--- src/rtl/keypad_scan.sv ---
// keypad_scan: 4x4 matrix keypad column scanner with press/release debounce.
// Define KEYPAD_REPEAT_EN to add auto-repeat kp strobes while a key is held.
module keypad_scan #(
  parameter int SCAN_DIV     = 1000,
  parameter int DEBOUNCE_CNT = 8,
  parameter int REPEAT_TICKS = 250
) (
  input  logic       ck,
  input  logic       rst_n,
  input  logic [3:0] y,
  output logic [3:0] x,
  output logic [3:0] d,
  output logic       da,
  output logic       kp
);

  localparam int PW = $clog2(SCAN_DIV);
  localparam int DW = $clog2(DEBOUNCE_CNT + 1);
  localparam logic [PW-1:0] PRE_LAST = PW'(SCAN_DIV - 1);
  localparam logic [DW-1:0] DEB_LAST = DW'(DEBOUNCE_CNT - 1);

  if (SCAN_DIV < 2) begin : g_chk_div
    $error("keypad_scan: SCAN_DIV must be >= 2");
  end
  if (DEBOUNCE_CNT < 1) begin : g_chk_deb
    $error("keypad_scan: DEBOUNCE_CNT must be >= 1");
  end
  if (REPEAT_TICKS < 1) begin : g_chk_rep
    $error("keypad_scan: REPEAT_TICKS must be >= 1");
  end

  typedef enum logic [1:0] {
    SCAN,
    DEBOUNCE,
    HELD
  } state_t;

  state_t        state;
  logic [PW-1:0] pre;
  logic          tick;
  logic [1:0]    col;
  logic [1:0]    col_inc;
  logic [1:0]    row;
  logic [1:0]    hit_row;
  logic          hit;
  logic          match;
  logic [DW-1:0] deb_cnt;
  logic [DW-1:0] rel_cnt;

`ifdef KEYPAD_REPEAT_EN
  localparam int RW = $clog2(REPEAT_TICKS + 1);
  localparam logic [RW-1:0] REP_LAST = RW'(REPEAT_TICKS - 1);
  logic [RW-1:0] rep_cnt;
`endif

  assign tick    = (pre == PRE_LAST);
  assign col_inc = col + 2'd1;
  assign match   = (y == ~(4'b0001 << row));

  // Exactly one low row is a hit; none or several (ghosting) is ignored.
  always_comb begin
    hit     = 1'b1;
    hit_row = 2'd0;
    case (y)
      4'b1110: hit_row = 2'd0;
      4'b1101: hit_row = 2'd1;
      4'b1011: hit_row = 2'd2;
      4'b0111: hit_row = 2'd3;
      default: hit = 1'b0;
    endcase
  end

  always_ff @(posedge ck) begin
    if (!rst_n) begin
      pre <= '0;
    end else if (tick) begin
      pre <= '0;
    end else begin
      pre <= pre + PW'(1);
    end
  end

  always_ff @(posedge ck) begin
    if (!rst_n) begin
      state   <= SCAN;
      col     <= 2'd0;
      x       <= 4'b1110;
      row     <= 2'd0;
      d       <= 4'd0;
      da      <= 1'b0;
      kp      <= 1'b0;
      deb_cnt <= '0;
      rel_cnt <= '0;
`ifdef KEYPAD_REPEAT_EN
      rep_cnt <= '0;
`endif
    end else begin
      kp <= 1'b0;
      if (tick) begin
        unique case (state)
          SCAN: begin
            if (hit) begin
              row     <= hit_row;
              deb_cnt <= '0;
              state   <= DEBOUNCE;
            end else begin
              col <= col_inc;
              x   <= ~(4'b0001 << col_inc);
            end
          end
          DEBOUNCE: begin
            if (match) begin
              if (deb_cnt == DEB_LAST) begin
                state   <= HELD;
                d       <= {row, col};
                da      <= 1'b1;
                kp      <= 1'b1;
                rel_cnt <= '0;
`ifdef KEYPAD_REPEAT_EN
                rep_cnt <= '0;
`endif
              end else begin
                deb_cnt <= deb_cnt + DW'(1);
              end
            end else begin
              deb_cnt <= '0;
              col     <= col_inc;
              x       <= ~(4'b0001 << col_inc);
              state   <= SCAN;
            end
          end
          HELD: begin
            if (y[row]) begin
              if (rel_cnt == DEB_LAST) begin
                da      <= 1'b0;
                rel_cnt <= '0;
                col     <= col_inc;
                x       <= ~(4'b0001 << col_inc);
                state   <= SCAN;
              end else begin
                rel_cnt <= rel_cnt + DW'(1);
              end
            end else begin
              rel_cnt <= '0;
`ifdef KEYPAD_REPEAT_EN
              if (rep_cnt == REP_LAST) begin
                kp      <= 1'b1;
                rep_cnt <= '0;
              end else begin
                rep_cnt <= rep_cnt + RW'(1);
              end
`endif
            end
          end
          default: state <= SCAN;
        endcase
      end
    end
  end

endmodule
--- config.mk ---
export PLATFORM = sky130hd
export DESIGN_NAME = keypad_scan
export DESIGN_NICKNAME = d
export VERILOG_FILES = /design/src/rtl/keypad_scan.sv
export SDC_FILE = /design/constraint.sdc
export NUM_CORES = 1
export LEC_CHECK = 0
export ABC_CLOCK_PERIOD_IN_PS = 4200
export CAP_MARGIN = 20
export CORE_MARGIN = 2
export CORE_UTILIZATION = 55
export CTS_BUF_LIST = sky130_fd_sc_hd__clkbuf_8
export DETAILED_ROUTE_END_ITERATION = 6
export GPL_TIMING_DRIVEN = 0
export PLACE_DENSITY = 0.86
export SYNTH_ARGS = -nofsm -noshare
export SYNTH_HDL_FRONTEND = slang
export SYNTH_SLANG_ARGS = --single-unit
--- constraint.sdc ---
create_clock -name ck -period 4.2 [get_ports ck]
set_input_delay 0.63 -clock ck [delete_from_list [all_inputs] [get_ports ck]]
set_output_delay 0.63 -clock ck [all_outputs]
set_load 0.01 [all_outputs]
== Word level (Yosys, flattened, before mapping) ==
Index checks and enable logic that the tools add are counted.

* Register bits: 34
* Output and inout bits: 10

* Magnitude comparators: 1
* Mux-type cells: 35
* $add $sub $neg: 4
* Shifts and indexed selects: 2
* Reduce and logical (&&, ||, !) cells: 14
* Equal/unequal tests: 19
* Bitwise operators: 3

{| class="wikitable"
|+ Operator list
! kind !! count
|-
| 2-to-1 mux 4 bit || 11
|-
| 2-to-1 mux 2 bit || 9
|-
| one-hot mux 2 bit (3 select lines) || 3
|-
| one-hot mux 4 bit (2 select lines) || 2
|-
| AND reduction 4 bit || 4
|-
| inequality test 2 bit (second input constant) || 7
|-
| == test 4 x 3 -> 1 bit (second input constant) || 3
|-
| == test 4 bit (second input constant) || 3
|-
| one-hot mux 4 bit (3 select lines) || 1
|-
| AND reduction 6 bit || 2
|-
| adder 10 x 1 -> 10 bit (second input constant) || 1
|-
| == test 10 bit (second input constant) || 1
|-
| adder 4 x 1 -> 4 bit (second input constant) || 2
|-
| inverter 4 bit || 2
|-
| left shift 1 x 2 -> 4 bit (first input constant) || 2
|-
| 2-to-1 mux 1 bit || 7
|-
| inequality test 3 bit (second input constant) || 2
|-
| AND reduction 5 bit || 1
|-
| == test 4 bit || 1
|-
| nonzero test 2 bit || 2
|-
| OR reduction 4 bit || 1
|-
| less-than comparator 2 x 3 -> 1 bit (second input constant) || 1
|-
| AND reduction 3 bit || 1
|-
| nonzero test 3 bit || 1
|-
| other kinds (8) || 8
|}

== Depth between registers and ports, before layout ==
* Depth after elaboration: 6
* Mapped depth: 7

== Worst setup path after synthesis ==
Ideal clock, no wire load.

* Path kind: input-to-reg
* Start: in y[3]
* End: reg x[1]
* Arrival time: 2.232 ns
* Slack: 1.848 ns
* Stages: 6
* Path through: clkbuf_2 -> or3b_2 -> a21oi_1 -> or4_1 -> a221oi_4 -> mux2_2

* Cells in the longest elaborated chain, start to end: 5
* Elaborated cells between the ends (all ways): 13
* Those cells by class: 8 x eq/ne; 3 x mux; 2 x reduce/logical

{| class="wikitable"
|+ RTL lines
! item !! line !! text
|-
| start, declared || 10 || <nowiki>input logic [3:0] y,</nowiki>
|-
| == test 4 x 3 -> 1 bit / == test 4 bit (equally long branches) || 64 || <nowiki>case (y)</nowiki>
|-
| OR reduction 4 bit (no source line) || n/a ||
|-
| 2-to-1 mux 1 bit || 64 ||
|-
| inequality test 2 bit (no source line) || n/a ||
|-
| AND reduction 6 bit (no source line) (*) || n/a ||
|-
| end signal, assigned || 108 || <nowiki>x <= ~(4'b0001 << col_inc);</nowiki>
|-
| end signal, assigned || 128 || <nowiki>x <= ~(4'b0001 << col_inc);</nowiki>
|-
| end signal, assigned || 138 || <nowiki>x <= ~(4'b0001 << col_inc);</nowiki>
|-
| end, declared || 11 || <nowiki>output logic [3:0] x,</nowiki>
|}

Mark *: on every way between the ends. The rest lies on a longest branch, timed or not. The select of a mux whose other input is x is not followed.
A chain may end at the register's enable or synchronous reset.

== Worst setup path in the final report ==
* Start: in y[0]
* End: reg x[1]

The elaborated chain is that of the path after synthesis.

==> impl_metrics.toml <==
[outcome]
status = "finished, final reports clean"

[synthesis]
ys_warn_count = 0
ys_seq_area_frac = 0.374
yosys_most_used_dff = "dfxtp_1"
synthSimpleGateAreaFrac = 0.292
synthAdderAreaFrac = 0.0481
synth_xor_area_frac = 0.0529
synth.avg_cell_area_um2 = 8.79
synthCells = 207
post_synth_mux_area_share = 0.0749
ys_types = 43
synth_top_cell_area_share = 0.374
synth_top_family_by_area = "simple AND/OR/NAND/NOR gates"
synth_area_mm2 = 0.00182
synth_area_leaders = "dfxtp_1 (37%), nand2_1 (6.4%), ha_1 (4.8%), mux2i_1 (4.4%), nand3_1 (4.4%)"
synth_edf_count = 0
yosysMostFrequentCell = "dfxtp_1"
ys_seq_elements = 34
yosysTopAreaCell = "dfxtp_1"
async_flop_share = 0
synth_compound_area_frac = 0.123
yosys-top-cells-count = "dfxtp_1 (34), nand2_1 (31), nand3_1 (16)"
syn-num-nets = 220

[sta]
rsz0062_at_grt = "false"
hold_viol_final = 0
finalSetupViolCount = 0
fmax_mhz = 372
whs_ns = 0.452
maxSlewHeadroom = 0.363
fin_crit_ns = 2.69
slew_violations = 0
fin_crit_sh = 0.640
finClkSkew_ns = 0.00367
tns_ns = 0
worstMarginPinSlew_ns = 0.943

[worst_hold_path]
min_path_cells = 1
hold_path_class = "reg2reg"

[power_and_ir_drop]
power_density_mw_per_mm2 = 278
ir_worst_vdd_mv = 0.337
leakage_nw = 0.686

[cells_and_area]
drive_gt1_frac = 0.0925
post-route-cell-area_mm2 = 0.00208
finalNonFillerCells = 271
area_growth_pct = 14.5
final_core_util = 0.672
layout.nets = 240
n_antenna_cell = 0

[detailed_routing]
wl_per_cell_um = 12.8
ant_nets = 0
drtIter0Drc = 75
dr_total_vias = 1514
routed_wirelength_mm = 3.46
dr.pass1.iters = 4
via_per_inst = 5.59
drc = 0

[floorplan]
core_area_mm2 = 0.00310
die_area_mm2 = 0.00379
die_w_um = 61.5
fp.dieH_um = 61.5
initial_utilization = 0.587
io_pins = 16
rows = 20

[grt]
grt_first_pass_wirelength_mm = 5.59
grt_pass1_vias = 1275
grt_overflow = 0
antenna_found_initial = 0
grt_max_degree = 11
track_usage = 0.196

[clocking]
htreeDepth = 2
clk_latency_ns = 0.27
postCtsHoldBufs = 0
clockRootBuffer = "clkbuf_8"
tritoncts = "yes"
post_cts_resized = 0
post_cts_buffers = 0
cts_buffer_depth = 2
numCtsBuffers = 5
clock-sinks = 34
clkTransAtPathRegs_ns = 0.07

[place]
hpwlAfterDp_mm = 2.48
io_buffers = 13
place_area_mm2 = 0.00201
post-place-cells = 264
gp_congestion = 0.854

[setup_path]
worstSetupStartpointType = "input port"
rr_worst_depth = 6
cp_max_fo = 7
slowest_stage = "clkdlybuf4s50_1"
worstPathRequired_ns = 4.37
slowest_delay_ns = 0.59
crit_type = "in2reg"
cp-end-kind = "flip-flop"
worstPathArrival_ns = 2.85
cp_cell_sequence = "clkdlybuf4s50_1 -> nand2b_1 -> nor4_1 -> or4_1 -> a221oi_4 -> mux2_2"

[flow_run]
drv_cap = 0
[stage by stage]
stage	power [mW]	setup WS [ns]
after floorplan	0.356	1.85
after global placement	0.365	1.24
after detailed placement	0.366	1.22
after CTS	0.583	1.51
after global routing	0.599	1.36
final	0.579	1.51
[path summary, 6_finish.rpt]
path / start / slack, ns / to
max reg2reg: pre[0] / 1.67 / x[1]
min: pre[0] / 0.45 / pre[0]
max: y[0] / 1.51 / x[1]
min reg2reg: pre[0] / 0.45 / pre[0]
[metal layers]
metal / part of all wire / vias to the layer above / track usage
met5: 0 / - / 0
li1: - / 782 / -
met2: 0.47 / 30 / 0.320
met4: 0.021 / 0 / 0.0669
met3: 0.036 / 8 / 0.0441
met1: 0.48 / 694 / 0.254
[critical path: cells and delay by family]
kind	cells	cell delay (ns)
compound gates	1	0.46
buf+inv	1	0.59
mux	1	0.39
simple gates	3	0.78
[where the power goes]
part	switching [mW]	internal, mW
logic	0.0198	0.0120
registers	0.00214	0.325
clock network	0.109	0.111
total	0.131	0.448
[logic make-up (layout without fill, tap and decap cells)]
logic type / Yosys count / in the layout
AO/OA/AOI/OAI: 28 / 28
XOR/XNOR: 11 / 11
adder cells (fa/ha/maj): 7 / 7
buffers and inverters: 16 / 36
flip-flops: 34 / 34
multiplexers: 12 / 12
AND/OR/NAND/NOR: 99 / 99
[layout make-up]
type	count	area, um2
tap	44	55.1
clock inverter	2	10.0
timing repair buffer	13	130
clock buffer	5	68.8
inverter	7	26.3
fill	274	1020
buffer	9	37.5
multi-input combinational	157	1080
sequential	34	681
[cell usage in the layout, fill, tap and decap left out, drive strengths merged, types with 4 or more instances in the layout]
cell type      instances
nor4                   5
mux2i                  8
clkdlybuf4s50         13
nor2                  12
clkbuf                12
o21a                   4
or3                    6
nand3b                 4
a21oi                  8
dfxtp                 34
nand4                  4
inv                    7
nand2                 31
ha                     7
nand2b                 7
nand3                 16
xnor2                  8
[registers in the layout, summed over array words and instances (netlist names)]
signal / flops
row: 2
rel_cnt: 4
state: 2
d: 4
da: 1
col: 2
pre: 10
kp: 1
deb_cnt: 4
x: 4
Note: power is estimated with default switching activity, not from simulation.
==> RTL edit 1 (config.mk and constraints unchanged) <==
Make the reset (`rst_n`) asynchronous in 2 clocked blocks.
--- a/src/rtl/keypad_scan.sv
+++ b/src/rtl/keypad_scan.sv
@@ -70,7 +70,7 @@
     endcase
   end
 
-  always_ff @(posedge ck) begin
+  always_ff @(posedge ck or negedge rst_n) begin
     if (!rst_n) begin
       pre <= '0;
     end else if (tick) begin
@@ -80,7 +80,7 @@
     end
   end
 
-  always_ff @(posedge ck) begin
+  always_ff @(posedge ck or negedge rst_n) begin
     if (!rst_n) begin
       state   <= SCAN;
       col     <= 2'd0;
Formal check against the unedited RTL: same outputs for any inputs over 10 cycles, from zero or initial values and one cycle with rst_n low; that may be too few to reach the edited logic, so the function may still have changed.
==> RTL edit 1 against the unedited design <==
- via count is 8.3% lower
- critical path type unchanged
- sequential cell count unchanged
- clock skew is 0.0039 ns higher
- power increased by 13%
- highest routed layer unchanged
- cell count shrank 10%
- clock power rose by 38%
- cell area rose by 5.0%
- synthesized cell count decreased by 14%
- worst setup slack better by 0.15 ns
- area after synthesis up 2.7%
- wire length rose by 5.7%
- critical endpoint is now d[0]$_DFFE_PN0P_
- utilization down 1.1 points
==> RTL edit 1: results (changes against the unedited design) <==
CTS
  • Clk_lat worst skew: 0.30 ns (+0.03 ns)
  • CTS max path bufs: 2 (unchanged)
  • Post-CTS Resized: 0 (unchanged)
  • Clock root cell: clkbuf_8
  • Post-CTS setup buffer count: 0 (unchanged)
  • Num CTS Buffers: 5 (unchanged)
  • CTS clk-pin slew, worst paths: 0.08 ns
  • H-tree depth reported by CTS: 2 (unchanged)

Placed design
  • HPWL after DPL: 2590 µm (+4.4%)
  • Placed Area: 0.00207 mm² (+3.4%)
  • Port bufs: 12 (-1)
  • Placer Congestion: 0.809 (-5.2%)

Yosys
  • Synth Warn #: 0 (unchanged)
  • Post-synth EDFFs: 0 (unchanged)
  • Share of synthesized registers carrying an async set or reset: 100% (+100 points)
  • Post-synthesis sequential area ratio: 45.7% (+8.3 points)
  • Most frequent cells after synthesis: 31 x dfrtp_1, 13 x nand2_1, 11 x inv_1
  • Netlist cell types: 50 (+16%)
  • Synth top area cells: dfrtp_1 41%, ha_1 4.7%, dfstp_2 4.2%, mux2_4 4.0%, xor2_1 3.7%
  • Post-synth net total: 190 (-14%)

Power and ir drop
  • Leak pwr: 0.960 nW (+40%)
  • Maximum vdd drop: 159 µV (-53%)

Setup path
  • Delay-heaviest family, CP: simple AND/OR/NAND/NOR gates
  • Worst R2R Path Depth: 6 (unchanged)
  • Crit path largest cell delay: 0.54 ns (-0.05 ns)
  • Critical path's slowest cell: clkdlybuf4s50_1
  • Crit-path max FO: 9 (+2)
  • Arrival time at the worst endpoint: 2.72 ns (-0.13 ns)

Timing
  • Slew headroom: 39.1% (+2.8 points)
  • Worst clock skew: 0.00754 ns (+0.00387 ns)

GRT
  • First-pass GRT wire length: 6600 µm (+18%)
  • Initial antenna violation count: 0 (unchanged)
  • Overall routing resource usage: 21.8% (+2.3 points)
  • Vias in the first global route: 1483 (+16%)
  • Pin count of the biggest net entering global routing: 19 (+8)

Layout
  • Layout cells sized above 1: 15.2% (+5.9 points)
  • # diodes: 0 (unchanged)
  • Final nets: 210 (-13%)
  • Max reg flops: 10 (unchanged)
  • # fillers: 264 (-3.6%)
  • Reg with most FFs: pre

Detailed routing
  • Initial DRC count: 85 (+13%)
  • DR WL/cell: 15.0 µm (+17%)
  • Pre-antenna DRT Iters: 6 (+2)
  • Vias: 1389 (-8.3%)

Worst hold path
  • Hold Path Depth: 2 (+1)

Status
  • Status: finished clean
-- RTL edit 1: changes by cell type after synthesis, moves of 5 or more --
cell | unedited run | this run
xor2_1 | 3 | 8
mux2_4 | 0 | 5
xnor2_1 | 8 | 2
nand2_1 | 31 | 13
and3_1 | 2 | 7
dfrtp_1 | 0 | 31
dfxtp_1 | 34 | 0
nand2b_1 | 7 | 1
nand3_1 | 16 | 8
-- RTL edit 1: stage by stage --
| stage | setup WS (ns) | util [%] | hold WS, ns | cells | power (mW) |
|---|---|---|---|---|---|
| global placement | 1.44 | 61.8 | 0.453 | 235 | 0.355 |
| global route | 1.59 | 66.1 | 0.494 | 244 | 0.682 |
| finish | 1.66 | 66.1 | 0.473 | 244 | 0.657 |
| detailed placement | 1.38 | 62.7 | 0.461 | 236 | 0.359 |
| CTS | 1.68 | 66.1 | 0.474 | 244 | 0.661 |
| floorplan | 1.95 | - | 0.334 | 177 | 0.345 |
-- RTL edit 1: final cells by class --
cell class,count,area share (%)
buffer,6,1.49
clock buffer,5,3.14
clock inverter,3,2.06
inverter,11,1.89
multi-input combinational,126,43.0
sequential,34,39.1
tap,46,2.63
timing repair buffer,13,6.75
-- RTL edit 1: path summary, 6_finish.rpt --
kind	from	end	slack, ns
setup / recovery	y[0]	d[0]$_DFFE_PN0P_	1.66
setup reg to reg	pre[0]$_DFF_PN0_	deb_cnt[0]$_DFFE_PN0P_	1.99
hold / removal	x[3]$_DFFE_PN1P_	x[3]$_DFFE_PN1P_	0.47
min in group asynchronous	rst_n	pre[5]$_DFF_PN0_	0.84
max in group asynchronous	rst_n	deb_cnt[2]$_DFFE_PN0P_	2.77
hold reg to reg	x[3]$_DFFE_PN1P_	x[3]$_DFFE_PN1P_	0.47
-- RTL edit 1: kinds of logic (layout without fill, tap and decap cells) --
| kind of cell | count (synthesis) | count (layout) | share of synthesized area, % |
|---|---|---|---|
| simple gates | 62 | 62 | 18.5 |
| flops | 34 | 34 | 45.7 |
| buf+inv | 17 | 38 | 3.95 |
| compound gates | 33 | 33 | 12.5 |
| mux | 14 | 14 | 9.91 |
| xor+xnor | 10 | 10 | 4.69 |
| fa+ha+maj | 7 | 7 | 4.69 |
-- RTL edit 1: where the power goes --
part / switching, mW / internal (mW) / leakage [nW]
Combinational: 0.0154 / 0.0102 / 0.475
Sequential: 0 / 0.327 / 0.435
Clock: 0.127 / 0.176 / 0.0504
-- RTL edit 1: per-layer routing --
layer / up-vias / part of all wire (%) / global-route usage (%)
li1: 672 / - / -
met5: - / 0 / 0
met2: 18 / 51 / 37.9
met3: 7 / 2.8 / 5.80
met4: 0 / 1.9 / 8.89
met1: 692 / 44 / 25.8
==> RTL edit 2 (same flow settings) <==
Without the edit above. The parameter `DEBOUNCE_CNT` goes from 8 to 16.
--- a/src/rtl/keypad_scan.sv
+++ b/src/rtl/keypad_scan.sv
@@ -2,7 +2,7 @@
 // Define KEYPAD_REPEAT_EN to add auto-repeat kp strobes while a key is held.
 module keypad_scan #(
   parameter int SCAN_DIV     = 1000,
-  parameter int DEBOUNCE_CNT = 8,
+  parameter int DEBOUNCE_CNT = 16,
   parameter int REPEAT_TICKS = 250
 ) (
   input  logic       ck,
Check against the original RTL: same outputs for any inputs over 10 cycles, from zero or initial values and one cycle with rst_n low; that may be too few to reach the edited logic, so the function may still have changed.
==> RTL edit 2 against the unedited design <==
- clock skew is 0.0036 ns higher
- power is 9.5% higher
- wire length is 8.4% higher
- via count is 2.3% higher
- register-to-register slack better by 0.27 ns
- clock power is 18% higher
- worst setup slack worse by 0.044 ns
- area after synthesis is 3.3% higher
- cell area is 3.2% higher
- utilization is 2.2 points lower
- sequential cell count is 2 higher
- non-clock buffer count is 1 lower
- highest routed layer unchanged
==> RTL edit 2: results (changes against the unedited design) <==
Yosys
  • Cells after synthesis: 207 (unchanged)
  • Synth top area cells: dfxtp_1 38%, ha_1 5.3%, mux2i_1 4.3%, nand3_1 4.0%, nor2_1 3.6%
  • Synth Warn #: 0 (unchanged)
  • Post-synth net total: 221 (+0.45%)
  • Post-synthesis sequential area ratio: 38.3% (+0.94 points)
  • Most frequent cells after synthesis: 36 x dfxtp_1, 18 x nor2_1, 16 x nand2_1
  • Post-synth EDFFs: 0 (unchanged)
  • Netlist cell types: 46 (+7.0%)
  • Share of synthesized registers carrying an async set or reset: 0% (unchanged)

Placed design
  • Placer Congestion: 0.797 (-6.7%)
  • Port bufs: 12 (-1)
  • Placed Area: 0.00206 mm² (+2.6%)
  • HPWL after DPL: 2590 µm (+4.3%)
  • Pre-CTS setup slack: 1.18 ns (-0.0415 ns)

Layout
  • Top flop regs: pre x10, deb_cnt x5, rel_cnt x5
  • Final nets: 240 (unchanged)
  • # diodes: 0 (unchanged)
  • Non-filler cells, final: 273 (+0.74%)
  • # fillers: 280 (+2.2%)
  • Layout cells sized above 1: 8.81% (-0.44 points)
  • Post-route design area: 0.00215 mm² (+3.2%)

Timing
  • Worst clock skew: 0.00730 ns (+0.00362 ns)
  • Slew headroom: 59.3% (+23 points)

Detailed routing
  • Initial DRC count: 145 (+93%)
  • Vias: 1549 (+2.3%)
  • Pre-antenna DRT Iters: 4 (unchanged)
  • DR WL/cell: 13.7 µm (+7.6%)

Power and ir drop
  • Maximum vdd drop: 220 µV (-35%)
  • Leak pwr: 0.779 nW (+14%)

CTS
  • Clk_lat worst skew: 0.29 ns (+0.02 ns)
  • Num CTS Buffers: 5 (unchanged)
  • CTS clk-pin slew, worst paths: 0.07 ns (about the same)
  • Clock root cell: clkbuf_8
  • Post-CTS Resized: 0 (unchanged)
  • Post-CTS setup buffer count: 0 (unchanged)
  • CTS max path bufs: 2 (unchanged)
  • H-tree depth reported by CTS: 2 (unchanged)

Worst hold path
  • Worst hold-check path type: reg -> reg
  • Hold Path Depth: 2 (+1)

Setup path
  • Crit-path max FO: 6 (-1)
  • Arrival time at the worst endpoint: 2.91 ns (+0.06 ns)
  • Crit path largest cell delay: 0.57 ns (-0.02 ns)
  • Worst R2R Path Depth: 7 (+1)
  • Delay-heaviest family, CP: simple AND/OR/NAND/NOR gates
  • Critical path's slowest cell: clkdlybuf4s50_1

Status
  • Status: finished clean

GRT
  • Pin count of the biggest net entering global routing: 12 (+1)
  • Initial antenna violation count: 0 (unchanged)
  • First-pass GRT wire length: 6540 µm (+17%)
  • Overall routing resource usage: 21.0% (+1.4 points)
[RTL edit 2: per-layer routing]
metal | global-route usage [%] | wire length (µm) | vias up
li1 | - | - | 786
met1 | 25.9 | 1750 | 710
met2 | 33.7 | 1730 | 43
met3 | 5.95 | 182 | 10
met4 | 10.3 | 92 | 0
met5 | 0 | 0 | -
[RTL edit 2: worst reg2reg max path, stage by stage, from the launching register on]
cell       delay [ns]
dfxtp_1          0.37
ha_1             0.27
nand4bb_1        0.11
or3_1            0.35
clkbuf_4         0.21
a311o_1          0.28
a22oi_1          0.41
o211ai_1         0.13
[RTL edit 2: final timing paths]
check | startpoint | end | slack [ns]
worst max-delay path | y[3] | x[2]$_SDFFE_PN1P_ | 1.47
worst min-delay path | x[0]$_SDFFE_PN0P_ | x[0]$_SDFFE_PN0P_ | 0.45
worst max register to register | pre[0]$_SDFF_PP0_ | deb_cnt[2]$_SDFFE_PN0P_ | 1.94
worst min register to register | x[0]$_SDFFE_PN0P_ | x[0]$_SDFFE_PN0P_ | 0.45
[RTL edit 2: cells by family after synthesis]
logic type / share of synthesized area, %
flip-flops: 38.3
XOR/XNOR: 3.73
adder cells (fa/ha/maj): 5.32
AND/OR/NAND/NOR: 23.9
AO/OA/AOI/OAI: 16.1
buffers and inverters: 4.59
multiplexers: 8.05
[RTL edit 2: cell type report]
cell class,instances,area share (%)
timing repair buffer,12,5.58
multi-input combinational,152,49.9
tap,46,2.67
clock inverter,2,0.523
clock buffer,6,3.84
sequential,36,33.5
inverter,10,1.74
buffer,9,2.27
[RTL edit 2: report_power, final]
group	leakage, nW	total [mW]	switching [mW]	internal, mW
sequential	0.291	0.346	0.00245	0.344
combinational	0.440	0.0281	0.0177	0.0105
clock	0.0486	0.260	0.129	0.131
